<file path="src/rtl/uart_pkg.sv">
// Shared UART definitions: receiver FSM encoding, bit timing default and
// the character set used on the host/XBee command link.
package uart_pkg;

  // 50 MHz system clock / 115200 baud; the transmitter uses the same value.
  localparam int unsigned CLKS_PER_BIT_DEFAULT = 434;

  localparam logic [7:0] HASH   = 8'h23;  // end of message
  localparam logic [7:0] DASH   = 8'h2D;
  localparam logic [7:0] CHAR_A = 8'h41;
  localparam logic [7:0] CHAR_C = 8'h43;
  localparam logic [7:0] CHAR_F = 8'h46;
  localparam logic [7:0] CHAR_I = 8'h49;
  localparam logic [7:0] CHAR_S = 8'h53;
  localparam logic [7:0] CHAR_T = 8'h54;
  localparam logic [7:0] CHAR_W = 8'h57;

  typedef enum logic [2:0] {
    ST_WAIT_IDLE,
    ST_IDLE,
    ST_START,
    ST_DATA,
    ST_STOP
  } rx_state_e;

endpackage

</file>
<file path="src/rtl/sync_2ff.sv">
// Two-flop synchronizer for a single asynchronous input; clears to 0 on a
// synchronous active-high reset.
module sync_2ff (
  input  logic clk_i,
  input  logic rst_i,
  input  logic d_i,
  output logic q_o
);

  logic [1:0] sync_q;

  // NOTE: non-blocking assignment so both stages shift on the same edge.
  always_ff @(posedge clk_i) begin
    if (rst_i) begin
      sync_q <= 2'b00;
    end else begin
      sync_q <= {sync_q[0], d_i};
    end
  end

  assign q_o = sync_q[1];

endmodule

</file>
<file path="src/rtl/uart_receive.sv">
// 8N1 UART receiver: mid-bit sampling, valid/ready byte register, end-of-
// message flag, one-cycle framing-error and overrun pulses.
module uart_receive
  import uart_pkg::*;
#(
  parameter int unsigned CLKS_PER_BIT = CLKS_PER_BIT_DEFAULT,
  parameter logic [7:0]  EOM_CHAR     = HASH
) (
  input  logic       CLOCK,
  input  logic       RESET,
  input  logic       I_RX_SERIAL,
  input  logic       I_RX_READY,
  output logic [7:0] O_RX_BYTE,
  output logic       O_RX_VALID,
  output logic       O_RX_EOM,
  output logic       O_FRAME_ERR,
  output logic       O_OVERRUN,
  output logic       O_BUSY
);

  localparam int unsigned       CNT_W     = $clog2(CLKS_PER_BIT);
  localparam logic [CNT_W-1:0]  CNT_BIT   = CNT_W'(CLKS_PER_BIT - 1);
  localparam logic [CNT_W-1:0]  CNT_HALF  = CNT_W'(CLKS_PER_BIT / 2 - 1);

  logic             rx;
  rx_state_e        state_q;
  logic [CNT_W-1:0] cnt_q;
  logic [2:0]       bit_idx_q;
  logic [7:0]       shift_q;
  logic [7:0]       rx_byte_q;
  logic             rx_valid_q;
  logic             rx_eom_q;
  logic             frame_err_q;
  logic             overrun_q;

  sync_2ff u_sync (
    .clk_i (CLOCK),
    .rst_i (RESET),
    .d_i   (I_RX_SERIAL),
    .q_o   (rx)
  );

  always_ff @(posedge CLOCK) begin
    if (RESET) begin
      state_q     <= ST_WAIT_IDLE;
      cnt_q       <= '0;
      bit_idx_q   <= '0;
      shift_q     <= '0;
      rx_byte_q   <= '0;
      rx_valid_q  <= 1'b0;
      rx_eom_q    <= 1'b0;
      frame_err_q <= 1'b0;
      overrun_q   <= 1'b0;
    end else begin
      // NOTE: defaults first; a load in STOP below overrides the valid clear.
      frame_err_q <= 1'b0;
      overrun_q   <= 1'b0;
      if (rx_valid_q && I_RX_READY) begin
        rx_valid_q <= 1'b0;
      end

      unique case (state_q)
        // A full bit time of continuous idle is needed to trust the line.
        ST_WAIT_IDLE: begin
          if (!rx) begin
            cnt_q <= '0;
          end else if (cnt_q == CNT_BIT) begin
            cnt_q   <= '0;
            state_q <= ST_IDLE;
          end else begin
            cnt_q <= cnt_q + 1'b1;
          end
        end

        ST_IDLE: begin
          if (!rx) begin
            cnt_q   <= '0;
            state_q <= ST_START;
          end
        end

        ST_START: begin
          if (cnt_q == CNT_HALF) begin
            cnt_q   <= '0;
            state_q <= rx ? ST_IDLE : ST_DATA;
          end else begin
            cnt_q <= cnt_q + 1'b1;
          end
        end

        ST_DATA: begin
          if (cnt_q == CNT_BIT) begin
            cnt_q              <= '0;
            shift_q[bit_idx_q] <= rx;
            bit_idx_q          <= bit_idx_q + 1'b1;
            if (bit_idx_q == 3'd7) begin
              state_q <= ST_STOP;
            end
          end else begin
            cnt_q <= cnt_q + 1'b1;
          end
        end

        ST_STOP: begin
          if (cnt_q == CNT_BIT) begin
            cnt_q <= '0;
            if (rx) begin
              if (!rx_valid_q || I_RX_READY) begin
                rx_byte_q  <= shift_q;
                rx_eom_q   <= (shift_q == EOM_CHAR);
                rx_valid_q <= 1'b1;
              end else begin
                overrun_q <= 1'b1;
              end
              state_q <= ST_IDLE;
            end else begin
              frame_err_q <= 1'b1;
              state_q     <= ST_WAIT_IDLE;
            end
          end else begin
            cnt_q <= cnt_q + 1'b1;
          end
        end

        default: begin
          cnt_q   <= '0;
          state_q <= ST_WAIT_IDLE;
        end
      endcase
    end
  end

  assign O_RX_BYTE   = rx_byte_q;
  assign O_RX_VALID  = rx_valid_q;
  assign O_RX_EOM    = rx_eom_q;
  assign O_FRAME_ERR = frame_err_q;
  assign O_OVERRUN   = overrun_q;
  assign O_BUSY      = (state_q == ST_START) || (state_q == ST_DATA) || (state_q == ST_STOP);

endmodule
</file>
<file path="config.mk">
export PLATFORM = sky130hd
export DESIGN_NAME = uart_receive
export DESIGN_NICKNAME = d
export VERILOG_FILES = /design/src/rtl/uart_pkg.sv /design/src/rtl/sync_2ff.sv /design/src/rtl/uart_receive.sv
export SDC_FILE = /design/constraint.sdc
export NUM_CORES = 1
export LEC_CHECK = 0
export CAP_MARGIN = 20
export CORE_UTILIZATION = 51
export CTS_CLUSTER_DIAMETER = 200
export DETAILED_ROUTE_END_ITERATION = 10
export PLACE_DENSITY = 0.71
export SLEW_MARGIN = 5
export SYNTH_ARGS = -nofsm -noshare
export SYNTH_HDL_FRONTEND = slang
export SYNTH_SLANG_ARGS = --single-unit
</file>
<file path="constraint.sdc">
create_clock -name CLOCK -period 1.83 [get_ports CLOCK]
set_input_delay 0.366 -clock CLOCK [delete_from_list [all_inputs] [get_ports CLOCK]]
set_output_delay 0.366 -clock CLOCK [all_outputs]
set_load 0.02 [all_outputs]
</file>
==> flow_summary.toml, run 1 <==
[status]
run_status = "finished clean"

[setup_path]
critical_path_required_ns = 2.07
critical-path-slowest-cell = "dfxtp_2"
cp_cell_sequence = "inv_4, ha_4, nor4bb_4, a211o_1, nand3_2, nor2_1, a211oi_1"
critical-path-max-stage-delay_ns = 0.38
timing.critical_path.fanout_max = 8
critical_path.startpoint_type = "flop"
critPathKind = "flop to flop"
critical_path_end_type = "flop"
worst-endpoint-arrival_ns = 2.03

[cells_and_area]
area_growth_pct = 25.15
post_route_cells_drive_above_1_share_pct = 22.91
antenna_cells = 0
layout.nets = 236

[timing]
fin_setup_tns_ns = 0
finalCriticalPeriod_ns = 1.798
worst_slew_margin_rel_pct = 74.09
setup_viol = 0
fin_ws_ns = 0.03231
finalHoldViolations = 0
clock_skew_ns = 0.01324
highest_clock_frequency_the_design_can_meet_mhz = 556.3
report.final.slew_viol_count = 0
max_slew.worst_pin.slew_ns = 0.3832
min_period_over_period_pct = 98.23
grt_setup_unrepaired = "true"

[synth]
synth_top_cells_by_area = "dfxtp_1 41%, mux2i_1 9.3%, nor2_1 6.6%"
synthMostInstantiatedCell = "dfxtp_1"
synth_top_cell_area_share_pct = 40.69
most_area_hungry_cell_type_in_the_yosys_netlist = "dfxtp_1"
yosys_most_used_dff = "dfxtp_1"
ys_warn_count = 0
synth_async_sr_flop_share_pct = 0
synthesis.area_per_instance_um2 = 9.336
yosys_register_bits = 37
mappedNetlistNets = 204
post_synth_instance_area_um2 = 1820
synth_enable_flop_cells = 0
post_synth_inst_count = 195
synth.cells.most_frequent = "37 x dfxtp_1, 32 x nor2_1, 17 x mux2i_1"
synth_cell_type_count = 45
yosysSeqAreaShare_pct = 40.69

[clock_tree]
cts_tree = "built"
number_of_buffers_created_by_cts = 5
clkTransAtPathRegs_ns = 0.10
holdBufCountCts = 0
clock_latency_ns = 0.36
ctsRootBufferMaster = "clkbuf_4"
cts_buffer_depth = 2
h_tree_depth = 2
clock_sinks = 37

[detailed_routing]
drtPass1Iterations = 5
detailedRoute.firstIterationViolations = 74
drt-wirelength-per-cell_um = 14.22
route.vias.total = 1554
routed_wirelength_um = 3883
detail-route-antenna-nets = 0
post_drt_via_cell_ratio = 5.692
drc = 0

[global_routing]
grt_first_pass_wirelength_um = 6037
grt_start_max_net_pins = 24
antenna_found_initial = 0
grt_usage_pct = 22.21
first_global_vias = 1322
grt.overflow.total = 0

[floorplanning]
core-area_um2 = 3390
initial_core_util_pct = 53.71
floorplan.die_area_um2 = 3812
ioPinCount = 17
rows = 21
die_w_um = 61.75
die_h_um = 61.75

[placement]
hpwl_um = 2626
routabilityCongestion = 0.9023
pre_cts_ws_ns = -0.006910
port_buffers = 16

[worst_hold_path]
min_path_type = "flop to flop"

[power]
power.share.combinational_pct = 3.7
finalPower_mw = 1.312
p_sw_mw = 0.3025
peakVddDrop_uv = 426.6
share_seq_of_total_power_pct = 61.9
switching_share_pct = 23.06
powerDensity_nw_per_um2 = 575.9
total_leakage_power_nw = 0.8641
internal_power_mw = 1.010
clockPowerShare_pct = 34.4

[flow_run]
max_cap_violations = 0
[critical path: cells and delay by family (launching register included)]
kind	cells	cell delay, ns
compound gates	2	0.70
simple gates	3	0.41
flops	1	0.38
fa+ha+maj	1	0.14
buf+inv	1	0.05
[layer usage]
metal | global-route usage [%] | vias to the layer above | wire length (um)
li1 | - | 760 | -
met1 | 28.44 | 735 | 1713
met4 | 13.33 | 0 | 104
met5 | 0 | - | 0
met3 | 4.762 | 9 | 190
met2 | 34.41 | 50 | 1873
[cell type report]
cell class	count	area, um2
Sequential cell	37	749.5
Timing Repair Buffer	35	297.8
Fill cell	266	1111
Clock inverter	1	7.507
Clock buffer	6	51.30
Inverter	3	16.27
Tap cell	46	57.56
Multi-Input combinational cell	145	1099
[flip-flops by register name, summed over array words and instances (netlist names)]
name           flops
O_RX_VALID         1
O_RX_BYTE          8
bit_idx_q          3
O_OVERRUN          1
state_q            3
shift_q            8
u_sync.sync_q      2
cnt_q              9
O_RX_EOM           1
O_FRAME_ERR        1
[power by group through the flow]
stage | registers [mW] | clock network, mW | logic [mW]
6_report | 0.812 | 0.451 | 0.0491
5_1_grt | 0.813 | 0.491 | 0.0539
4_1_cts | 0.812 | 0.460 | 0.0436
3_5_place_dp | 0.830 | 0 | 0.0417
3_3_place_gp | 0.830 | 0 | 0.0409
2_1_floorplan | 0.829 | 0 | 0.0249
[cell usage in the layout, fill, tap and decap left out, drive strengths merged, types with 4 or more instances in the layout]
cell type and n:
o21ai 5, nand3 9, clkdlybuf4s50 15, mux2i 17, nand4 4, nand4b 4
nor2 32, dfxtp 37, nor3 4, ha 5, clkbuf 7, nand2 7
a21oi 9, nand2b 6, nand3b 4, xnor2 4, buf 19
[path summary, 6_finish.rpt]
check | from | to | slack, ns | cells past startpoint
worst max-delay path | cnt_q[1]$_SDFFE_PP0P_ | cnt_q[0]$_SDFFE_PP0P_ | 0.03 | 7
worst min-delay path | u_sync.sync_q[0]$_SDFF_PP0_ | u_sync.sync_q[1]$_SDFF_PP0_ | 0.47 | 1
worst max register to register | cnt_q[1]$_SDFFE_PP0P_ | cnt_q[0]$_SDFFE_PP0P_ | 0.03 | 7
worst min register to register | u_sync.sync_q[0]$_SDFF_PP0_ | u_sync.sync_q[1]$_SDFF_PP0_ | 0.47 | 1
[cells by family after synthesis]
logic type / after synthesis / share of synthesized area, %
AND/OR/NAND/NOR: 89 / 30.24
flip-flops: 37 / 40.69
AO/OA/AOI/OAI: 27 / 9.829
multiplexers: 17 / 9.347
buffers and inverters: 13 / 3.093
XOR/XNOR: 7 / 3.368
adder cells (fa/ha/maj): 5 / 3.436
[stage by stage]
step / hold slack [ns] / utilization (%) / cell area [um2] / std cells
2_1_floorplan: 0.4138 / - / 1821 / 195
3_3_place_gp: 0.4214 / 61.90 / 2098 / 261
3_5_place_dp: 0.4399 / 61.90 / 2098 / 261
4_1_cts: 0.4651 / 64.41 / 2183 / 270
5_1_grt: 0.4914 / 67.22 / 2278 / 273
6_report: 0.4684 / 67.22 / 2278 / 273
[repair_timing]
action / 4_1_cts / 5_1_grt
endpoints found under the setup margin: 5 / 20
gates resized for setup: 4 / 24
endpoints found under the hold margin: 0 / 0
buffers inserted: 2 / 3
pin swaps: 2 / 7
(Power assumes the default switching activity.)
==> run 2, diff against run 1 <==
- ABC_AREA: not set -> 1
- CORE_UTILIZATION: 51 -> 30
- PLACE_DENSITY: 0.71 -> 0.45
==> flow_summary.toml, run 2 <==
[power]
internal_power_mw = 1.089
peakVddDrop_uv = 253.8
power.share.combinational_pct = 3.1
switching_share_pct = 24.14
total_leakage_power_nw = 0.9374
clockPowerShare_pct = 40.3
powerDensity_nw_per_um2 = 648.7
p_sw_mw = 0.3467
share_seq_of_total_power_pct = 56.5

[detailed_routing]
drc = 0
route.vias.total = 1618
drtPass1Iterations = 5
detailedRoute.firstIterationViolations = 56
detail-route-antenna-nets = 0
post_drt_via_cell_ratio = 4.373
drt-wirelength-per-cell_um = 11.03
routed_wirelength_um = 4080

[clock_tree]
clock_latency_ns = 0.30
ctsRootBufferMaster = "clkbuf_8"
clock_sinks = 37
cts_tree = "built"
cts_buffer_depth = 2
cts_post_setup_buffers_inserted = 0
clkTransAtPathRegs_ns = 0.08
number_of_buffers_created_by_cts = 5
h_tree_depth = 2

[synth]
yosys_register_bits = 37
synth_enable_flop_cells = 0
synth_top_family_by_area = "simple AND/OR/NAND/NOR gates"
synth_async_sr_flop_share_pct = 0
synth_top_cells_by_area = "dfxtp_1 40%, nand2_1 10%, inv_1 8.9%"
synth.mux.area_fraction_pct = 0
synth_xor_xnor_area_share_pct = 0.4695
synthesis.area_per_instance_um2 = 6.884
synth_cell_type_count = 26
post_synth_instance_area_um2 = 1866
synth_top_cell_area_share_pct = 39.70
yosys_most_used_dff = "dfxtp_1"
synth_simple_gate_area_share_pct = 32.39
synth_adder_area_share_pct = 3.353
synthMostInstantiatedCell = "nand2_1"
most_area_hungry_cell_type_in_the_yosys_netlist = "dfxtp_1"
ys_warn_count = 0
mappedNetlistNets = 280
synth.cells.most_frequent = "50 x nand2_1, 44 x inv_1, 40 x nor2_1"
synth-compound-area-share_pct = 12.68
yosysSeqAreaShare_pct = 39.70
post_synth_inst_count = 271

[timing]
report.final.slew_viol_count = 0
worst_slew_margin_rel_pct = 80.88
clock_skew_ns = 0.01066
finalHoldViolations = 0
min_period_over_period_pct = 92.80
max_slew.worst_pin.slew_ns = 0.2857
highest_clock_frequency_the_design_can_meet_mhz = 588.8
setup_viol = 0
whs_ns = 0.4075
grt_setup_unrepaired = "false"
finalCriticalPeriod_ns = 1.698
fin_setup_tns_ns = 0

[setup_path]
worst-endpoint-arrival_ns = 1.33
critical-path-max-stage-delay_ns = 0.37
critical_path_end_type = "output port"
critPathKind = "flop to output port"
timing.critical_path.fanout_max = 6
critical_path.startpoint_type = "flop"
critical-path-slowest-cell = "dfxtp_1"
cp_cell_sequence = "nor2_4, nand2_2, nand2_1, dlygate4sd2_1"
critical_path_required_ns = 1.46

[placement]
port_buffers = 16
hpwl_um = 2953
routabilityCongestion = 0.7767

[cells_and_area]
layout.nets = 303
n_fill_cell = 676
max_flop_register = "cnt_q"
largest_reg_flops = 9
post_route_cells_drive_above_1_share_pct = 11.53
area_growth_pct = 18.65
layout.cells.most_common = "nand2_1"
layout.cells.most_common_list = "50 x nand2_1, 44 x inv_1, 40 x nor2_1, 37 x dfxtp_1, 18 x nand3_1"
antenna_cells = 0

[floorplanning]
die_w_um = 80.86
rows = 28
ioPinCount = 17
core-area_um2 = 5956
floorplan.die_area_um2 = 6538
initial_core_util_pct = 31.32
die_h_um = 80.86

[global_routing]
grt.overflow.total = 0
first_global_vias = 1519
grt_start_max_net_pins = 21
antenna_found_initial = 0
grt_first_pass_wirelength_um = 7010
grt_usage_pct = 14.31

[status]
run_status = "finished clean"

[flow_run]
max_cap_violations = 0

[worst_hold_path]
min_path_type = "flop to flop"
==> run 2: cell types whose count changed after synthesis, sizes merged, moves of 4 or more <==
| cell | before | now |
|---|---|---|
| mux2i | 17 | 0 |
| nand3 | 9 | 19 |
| nand2b | 6 | 0 |
| nor2 | 32 | 46 |
| nor3 | 4 | 9 |
| o21ai | 5 | 14 |
| nand4b | 4 | 0 |
| nand2 | 7 | 58 |
| nand3b | 4 | 0 |
| xnor2 | 4 | 0 |
| inv | 3 | 45 |
| a21oi | 9 | 19 |
==> run 2: worst paths after layout <==
kind                                from                           to  slack, ns  cells after the start
max              state_q[1]$_SDFFE_PP0P_                       O_BUSY       0.13                      4
min          u_sync.sync_q[0]$_SDFF_PP0_  u_sync.sync_q[1]$_SDFF_PP0_       0.41                      2
max reg2reg        cnt_q[0]$_SDFFE_PP0P_    O_RX_BYTE[7]$_SDFFE_PP0P_       0.23                     10
min reg2reg  u_sync.sync_q[0]$_SDFF_PP0_  u_sync.sync_q[1]$_SDFF_PP0_       0.41                      2
==> run 2: logic make-up (layout without fill, tap and decap cells) <==
logic type	count (synthesis)	count (layout)
flip-flops	37	37
buffers and inverters	52	76
AND/OR/NAND/NOR	135	135
AO/OA/AOI/OAI	41	41
XOR/XNOR	1	1
adder cells (fa/ha/maj)	5	5
==> run 2: routing by layer <==
layer  track usage [%]  part of all wire, %  vias to the layer above
met3             4.831                  3.8                        5
met2             20.34                   41                       22
met1             19.63                   54                      698
met4             5.714                  1.5                        0
met5                 0                    0                        -
li1                  -                    -                      893
==> run 2: layout make-up <==
type / count / area (um2) / area share [%]
Tap cell: 75 / 93.84 / 4.240
Timing Repair Buffer: 23 / 211.5 / 9.553
Inverter: 45 / 168.9 / 7.631
Clock buffer: 5 / 68.82 / 3.109
Sequential cell: 37 / 740.7 / 33.47
Multi-Input combinational cell: 182 / 912.1 / 41.21
Clock inverter: 3 / 17.52 / 0.7914
==> run 2: per-stage QoR <==
step / area (um2) / worst slack, ns / power, mW / cells / utilization (%)
finish: 2213 / 0.1317 / 1.436 / 370 / 37.16
global placement: 2128 / 0.1894 / 0.8775 / 362 / 35.74
detailed placement: 2128 / 0.1771 / 0.8768 / 362 / 35.74
CTS: 2213 / 0.1110 / 1.466 / 370 / 37.16
floorplan: 1866 / 0.4390 / 0.8569 / 271 / -
global route: 2213 / 0.04726 / 1.513 / 370 / 37.16
==> run 2: power groups by stage <==
stage | combinational (mW) | clock (mW) | sequential [mW]
after detailed placement | 0.0460 | 0 | 0.831
after global routing | 0.0510 | 0.649 | 0.813
after CTS | 0.0463 | 0.608 | 0.812
after global placement | 0.0467 | 0 | 0.831
final | 0.0452 | 0.579 | 0.812
after floorplan | 0.0282 | 0 | 0.829
==> run 2: what timing repair did <==
item	4_1_cts	5_1_grt
hold buffers	0	0
endpoints found under the hold margin	0	0
setup endpoints to repair	1	0
gates resized for setup	1	0
==> run 2: critical path, delay by kind of cell, from the launching register on <==
kind                   cells  cell delay [ns]
DFF                        1             0.37
and+or+nand+nor            3             0.33
buffers and inverters      1             0.33
==> patch, RTL diff (settings of run 1) <==
Register the output `O_FRAME_ERR` once more, cleared by the reset; this adds one clock of latency there. The other outputs are not delayed to match.
--- a/src/rtl/uart_receive.sv
+++ b/src/rtl/uart_receive.sv
@@ -133,7 +133,13 @@
   assign O_RX_BYTE   = rx_byte_q;
   assign O_RX_VALID  = rx_valid_q;
   assign O_RX_EOM    = rx_eom_q;
-  assign O_FRAME_ERR = frame_err_q;
+  always_ff @(posedge CLOCK) begin
+    if (RESET) begin
+      O_FRAME_ERR <= '0;
+    end else begin
+      O_FRAME_ERR <= frame_err_q;
+    end
+  end
   assign O_OVERRUN   = overrun_q;
   assign O_BUSY      = (state_q == ST_START) || (state_q == ST_DATA) || (state_q == ST_STOP);
 
Behaviour: no difference found for any inputs over 10 cycles, from zero or initial values and one cycle with RESET high; that may be too few to reach the edited logic, so the function may still have changed.
==> patch against run 1 <==
Cell area rose by 7.8%; critical path depth fell by 1; critical path type unchanged; the flow now finishes with violations (negative setup slack); wire length rose by 6.9%; sequential cell count rose by 1; global-route usage rose by 1.7 points; synthesized area fell by 2.0%; sequential share of layout area fell by 1.8 points; setup slack got worse by 0.30 ns.
Power is not compared: it rests on default switching activity, and its combinational part moved more than twofold at a synthesized area within 25%.
==> patch: results (changes against run 1) <==
status=complete, but fails checks; failing checks=negative setup slack; initial DRC count=94 (+27%); cell area after placement=2220 um2 (+5.8%); Cells after Synth=193 (-1.0%); first-pass GRT wire length=6.50 mm (+7.7%); setup slack at placement=-0.263 ns (-0.256 ns); post-synthesis sequential area ratio=42.6% (+1.9 points); WL met3=125 um (-34%); GRT met3 Usage=3.78% (-0.98 points); Netlist cell types=40 (-11%); vias per cell=5.45 (-4.3%); met2 global-route usage=39.8% (+5.3 points); critical path's slowest cell=sky130_fd_sc_hd__or4b_1; multiplexer area fraction after synthesis=13.3% (+3.9 points); met2 routed wirelength=2.09 mm (+11%); Max Clock Skew=0.00941 ns (-0.00383 ns); Critical Path End=state_q[2]; final-report setup violation count=21 (+21); met1 GRT Util=30.4% (+2.0 points); Adder-Cell Fraction of Synth Area=3.51% (+0.070 points); pin count of the biggest net entering global routing=19 (-21%); area fraction in compound gates after synthesis=6.10% (-3.7 points); total power draw=1.85 mW; post-layout worst setup margin=-0.266 ns (-0.298 ns); M1 WL=1.88 mm (+9.7%); post-cts sizing count=21 (+17); Worst Reg2Reg Path Length in Cells=6 (-1); measured slew at the worst slew-check pin=0.396 ns (+0.0129 ns); longest individual stage delay on the worst path=0.44 ns (+0.06 ns); leading post-synthesis cells by instance count=sky130_fd_sc_hd__dfxtp_1 (38), sky130_fd_sc_hd__nand2_1 (27), sky130_fd_sc_hd__mux2i_1 (21); share of the synthesized netlist area taken by xor and xnor gates=2.45% (-0.91 points)
patch: cell types whose count changed after synthesis, sizes merged, moves of 5 or more:
cell | before | now
a21oi | 9 | 4
nor4 | 1 | 9
nand2 | 7 | 27
nor2 | 32 | 11
nor3 | 4 | 10
patch: worst min path at each step:
stage                           from               end  slack (ns)
finish              u_sync.sync_q[0]  u_sync.sync_q[1]        0.46
global route        u_sync.sync_q[0]  u_sync.sync_q[1]        0.46
CTS                 u_sync.sync_q[0]  u_sync.sync_q[1]        0.46
detailed placement  u_sync.sync_q[0]  u_sync.sync_q[1]        0.43
global placement    u_sync.sync_q[0]  u_sync.sync_q[1]        0.42
floorplan                frame_err_q       O_FRAME_ERR        0.41
patch: layout make-up:
class                           count  area [um2]
Fill cell                         246         881
Sequential cell                    38         764
Inverter                            5        18.8
Timing Repair Buffer               51         454
Tap cell                           46        57.6
Multi-Input combinational cell    139        1110
Clock buffer                        6        51.3
